--- config.mk ---
export PLATFORM = sky130hd
export DESIGN_NAME = prga_fifo_wr_skid_buffer
export DESIGN_NICKNAME = d
export VERILOG_FILES = /design/src/rtl/prga_fifo_wr_skid_buffer.sv
export SDC_FILE = /design/constraint.sdc
export NUM_CORES = 1
export LEC_CHECK = 0
export BUFFER_PORTS_ARGS = -buffer_cell sky130_fd_sc_hd__buf_2
export CAP_MARGIN = 40
export CORE_ASPECT_RATIO = 0.5
export CORE_UTILIZATION = 30
export DETAILED_ROUTE_END_ITERATION = 8
export HOLD_SLACK_MARGIN = 0.15
export SLEW_MARGIN = 15
export SYNTH_ARGS = -nofsm -noshare
export SYNTH_HDL_FRONTEND = slang
export SYNTH_SLANG_ARGS = --single-unit
--- constraint.sdc ---
create_clock -name clk -period 3.1 [get_ports clk]
set_clock_uncertainty 0.15 [all_clocks]
set_input_delay 0.62 -clock clk [delete_from_list [all_inputs] [get_ports clk]]
set_output_delay 0.62 -clock clk [all_outputs]
set_load 0.05 [all_outputs]
--- src/rtl/prga_fifo_wr_skid_buffer.sv ---
// Two-entry write-side skid buffer in front of a prga_fifo write port.
// The producer-facing full flag is registered, so downstream full never reaches it combinationally.
module prga_fifo_wr_skid_buffer #(
  parameter int DATA_WIDTH = 8
) (
  input  logic                  clk,
  input  logic                  rst_n,
  output logic                  full,
  input  logic                  wr,
  input  logic [DATA_WIDTH-1:0] din,
  input  logic                  full_i,
  output logic                  wr_o,
  output logic [DATA_WIDTH-1:0] din_o,
  output logic [1:0]            cnt,
  output logic                  err_overflow
);

  typedef enum logic [1:0] {
    S_EMPTY = 2'd0,
    S_ONE   = 2'd1,
    S_TWO   = 2'd2
  } state_t;

  state_t                r_state;
  state_t                w_state_nxt;
  logic                  r_full;
  logic                  r_wp;
  logic                  r_rp;
  logic                  r_err;
  logic [DATA_WIDTH-1:0] r_mem [2];
  logic                  w_acc;
  logic                  w_push;

  assign w_acc  = wr && !r_full;
  assign w_push = (r_state != S_EMPTY) && !full_i;

  always_comb begin
    w_state_nxt = r_state;
    unique case (r_state)
      S_EMPTY: if (w_acc) w_state_nxt = S_ONE;
      S_ONE: begin
        if (w_acc && !w_push)      w_state_nxt = S_TWO;
        else if (w_push && !w_acc) w_state_nxt = S_EMPTY;
      end
      S_TWO: if (w_push) w_state_nxt = S_ONE;
      default: w_state_nxt = S_EMPTY;
    endcase
  end

  always_ff @(posedge clk) begin
    if (!rst_n) begin
      r_state <= S_EMPTY;
      r_full  <= 1'b0;
      r_wp    <= 1'b0;
      r_rp    <= 1'b0;
      r_err   <= 1'b0;
    end else begin
      r_state <= w_state_nxt;
      r_full  <= (w_state_nxt == S_TWO);
      if (w_acc)  r_wp <= ~r_wp;
      if (w_push) r_rp <= ~r_rp;
      if (wr && r_full) r_err <= 1'b1;
    end
  end

  // Storage needs no reset; stale words are never visible while cnt is 0.
  always_ff @(posedge clk) begin
    if (w_acc) r_mem[r_wp] <= din;
  end

  assign full         = r_full;
  assign cnt          = r_state;
  assign err_overflow = r_err;
  assign wr_o         = w_push;
  assign din_o        = r_mem[r_rp];

endmodule
### After elaboration in Yosys (flattened, before gate mapping)

Memory sizes are Yosys's and may differ from the RTL's. A register that Yosys moved wholly into a read port is not among the register bits.
Cells that the tools add are included.

* logic and storage cells: 31
* bits in registers: 6
* bits of input ports: 12
* memory bits (writable): 16
* output and inout port bits: 13
* memories kept: 1

Memory list
* r_mem: words 2, bits a word 8, rd ports 1, clocked after Yosys merged registers in 1, wr ports 1, RTL line 30 `logic [DATA_WIDTH-1:0] r_mem [2];`

* eq/ne operators: 3
* reduce and logical (&&, ||, !) cells: 11
* bitwise logic cells: 2
* muxes and demuxes: 9

Operators by type and width (count)
* $mux 2: 4
* $pmux 2 s3: 1
* $logic_and 1x1->1: 5
* $eq 2x2->1 const B: 2
* $logic_not 1->1: 4
* $mux 1: 4
* $eq 2x1->1 const B: 1
* $logic_not 2->1: 1
* $not 1->1: 2
* $reduce_bool 2->1: 1

### Longest topological paths before layout

* depth in word-level cells: 8
* mapped depth: 3
* mapped depth without buffers: 3

### Least setup slack after synthesis

No wires, ideal clock.

* path kind: reg-to-output
* start: reg r_state[1] (netlist: cnt[1])
* end: out wr_o
* data arrival time: 1.450 ns
* data required time: 2.330 ns
* buffers on the path: 0
* stages on the path, launching flop included: 3
* path slack: 0.880 ns
* cell sequence: dfxtp_1 nor2_2 nor2_1

* longest elaborated chain between the ends: 2

Ends and longest elaborated chain
* from (decl): RTL line 24 `state_t r_state;`
* from (signal assigned): RTL line 58 `r_state <= w_state_nxt;`
* $reduce_bool 2->1: RTL line 35 `assign w_push = (r_state != S_EMPTY) && !full_i;`
* $logic_and 1x1->1: RTL line 35
* to (decl): RTL line 12 `output logic wr_o,`

No other way between the ends.

==> run_results.csv <==
group,metric,value,unit
route,vias_per_cell,4.432,
cts,cts_sinks,23,
worst_setup_path,slowest_delay,0.52,ns
route,dr_total_vias,523,
cts,cts_tree,"yes",
sta,drv_slew,0,
power,p_per_area,590.7,nW/µm²
logic_synthesis,synth_nets,66,
logic_synthesis,synth_cell_types,20,
worst_setup_path,worst_r2r_endpoint,"r_mem[1][4]$_DFFE_PP_",
logic_synthesis,yosysSeqAreaShare,72.51,%
floorplan,dieArea,3083,µm²
logic_synthesis,syn-instance-count,54,
cts,numCtsBuffers,3,
floorplan,die_w,77.54,µm
floorplan,die_y,39.77,µm
worst_setup_path,startpoint_type,"flip-flop",
logic_synthesis,synth_area,855.8,µm²
cells_and_area,antennaDiodeCount,0,
power,power.switching,162.2,µW
worst_setup_path,crit_type,"flip-flop to primary output",
cts,clk_latency,0.25,ns
cts,hold_buffers,0,
worst_setup_path,r2r_start,"full$_SDFF_PN0_",
route,wirelength,1301,µm
worst_setup_path,worstPathCellList,"mux2_2 -> buf_2",
sta,setup_ws,0.9623,ns
placed_design,dp_slack,1.155,ns
hold_path,hp-class,"flip-flop to flip-flop",
run_status,status,"finished clean",
grt,grtUsageTotal,9.042,%
cts,htree_levels,1,
grt,grt_max_degree,14,
cells_and_area,finalInstanceArea,1064,µm²
power,p_int,466.0,µW
floorplan,placementRows,13,
flow_run,drv_cap,0,
placed_design,place_congestion,0.7369,
sta,period_needed,2.138,ns
power,peakVddDrop,217.1,µV
cts,post_cts_buffers,0,
sta,slew_headroom,74.44,%
sta,rsz0062_at_grt,"no",
floorplan,start_util,32.28,%
cells_and_area,layout-drive-gt1-share,46.91,%
worst_setup_path,cp_slowest_cell,"dfxtp_1",
worst_setup_path,critPathMaxFanout,8,
worst_setup_path,cpLargestDelayFamily,"flip-flops",
power,power_frac_comb,15.6,%
logic_synthesis,ys_ff_latch,23,
floorplan,core_area,2651,µm²
sta,hold_viol_final,0,
grt,grt_overflow,0,
hold_path,hold_start,"r_rp$_SDFFE_PN0P_",
worst_setup_path,critPathCaptureType,"primary output",
route,avgRoutedWirePerCell,11.03,µm
power,p_clk_share,27.9,%
cts,clkTransAtPathRegs,0.08,ns
logic_synthesis,yosysWarnings,0,
sta,fin_setup_tns,0,ns
cts,cts_root_buf,"clkbuf_8",
cells_and_area,nets,94,
route,ant_nets,0,
power,pwr-share-seq,56.5,%
hold_path,min_path_cells,2,
placed_design,portBuffers,24,
worst_setup_path,path_buf_inv,1,
worst_setup_path,cp.required,2.33,ns
worst_setup_path,arrival,1.37,ns
cells_and_area,final_common_cell,"buf_2",
cts,post_cts_resized,0,
grt,grt_pass1_wl,2007,µm
route,dr.pass1.iters,3,
route,drtIter0Drc,5,
worst_setup_path,ff2ff_path_depth,2,
grt,grt_pass1_vias,482,
placed_design,post_dp_cell_area,1017,µm²
cts,clk_path_buf_depth,2,
floorplan,pin_count,25,
route,drc_errors,0,
sta,fmax,467.8,MHz
sta,fin_crit_sh,68.96,%
cells_and_area,final_cell_mix,"24 x buf_2, 16 x edfxtp_1, 8 x mux2_2",
grt,antenna_found_initial,0,
sta,tightest_slew,0.3833,ns
cells_and_area,nFillCells,253,
worst_setup_path,reg2reg_slack,1.59,ns
cells_and_area,areaGrowthSynthToFinish,24.27,%
power,leakage,0.4150,nW
logic_synthesis,avgSynthCellArea,15.85,µm²
power,p_sw_share,25.82,%
placed_design,dpl.hpwl,978.6,µm
sta,setup-violations-final,0,
==> flip-flops by register name, summed over array words and instances, names as in the netlist, named ones only <==
name	count
cnt	2
r_wp	1
r_rp	1
full	1
err_overflow	1
r_mem	16
==> per-layer routing <==
| layer | part of all wire (%) | track usage, % | vias to the layer above |
|---|---|---|---|
| met5 | 0 | 0 | - |
| met2 | 56 | 18.36 | 8 |
| met3 | 3.0 | 3.488 | 2 |
| met1 | 41 | 8.964 | 254 |
| met4 | 0.61 | 2.830 | 0 |
| li1 | - | - | 259 |
==> worst reg2reg max path, delay by kind of cell (launching register included) <==
kind             cells  cell delay, ns
and+or+nand+nor      2            0.70
DFF                  1            0.33
==> synth_stat cells <==
cell type | n | share of area, %
buf_2 | 1 | 0.58
and3_1 | 1 | 0.73
dfxtp_1 | 7 | 16
o21ai_0 | 1 | 0.58
o21a_1 | 2 | 1.8
edfxtp_1 | 16 | 56
a21oi_1 | 1 | 0.58
and2_1 | 1 | 0.73
a211o_2 | 1 | 1.2
nor3b_1 | 1 | 0.88
a21boi_1 | 2 | 1.8
nand2_1 | 1 | 0.44
or3_1 | 1 | 0.73
mux2i_1 | 1 | 1.2
nor2_2 | 1 | 0.73
nor2b_1 | 3 | 2.2
mux2_2 | 8 | 11
and2b_1 | 1 | 0.88
nor2_1 | 3 | 1.3
a31oi_1 | 1 | 0.73
==> power by group through the flow <==
stage | Combinational [mW] | Clock (mW) | Sequential [mW]
finish | 0.0983 | 0.175 | 0.355
global placement | 0.0966 | 0 | 0.361
CTS | 0.0993 | 0.179 | 0.355
detailed placement | 0.0991 | 0 | 0.362
floorplan | 0.0699 | 0 | 0.365
global route | 0.104 | 0.195 | 0.357
==> layout make-up <==
| class | instances | area (µm²) | area share [%] |
|---|---|---|---|
| clock buffers | 3 | 41.29 | 3.882 |
| flip-flops and latches | 23 | 620.6 | 58.35 |
| clock inverters | 1 | 5.005 | 0.4706 |
| repair buffers | 24 | 120.1 | 11.29 |
| multi-input cells | 30 | 230.2 | 21.65 |
| well taps | 37 | 46.29 | 4.353 |
==> cell families (layout without fill, tap and decap cells) <==
group	Yosys count	after routing	synth area share [%]
flip-flops	23	23	72.51
AND/OR/NAND/NOR	13	13	8.628
multiplexers	9	9	11.70
AO/OA/AOI/OAI	8	8	6.577
buffers and inverters	1	28	0.5842
==> worst max path at each step <==
stage | endpoint | slack [ns] | depth (start not counted)
floorplan | wr_o | 0.88 | 2
global placement | wr_o | 1.22 | 3
detailed placement | r_mem[1][1]$_DFFE_PP_ | 1.15 | 3
CTS | din_o[0] | 0.94 | 2
global route | din_o[7] | 0.88 | 2
finish | din_o[0] | 0.96 | 2
==> per-stage QoR <==
stage	utilization, %	instances	hold slack (ns)	power [mW]
after floorplan	-	54	0.3280	0.4350
after detailed placement	38.37	114	0.3638	0.4612
final	40.11	118	0.3718	0.6282
after global placement	38.37	114	0.3242	0.4572
after CTS	40.11	118	0.3778	0.6334
after global routing	40.11	118	0.3867	0.6559
(Power assumes the default switching activity.)
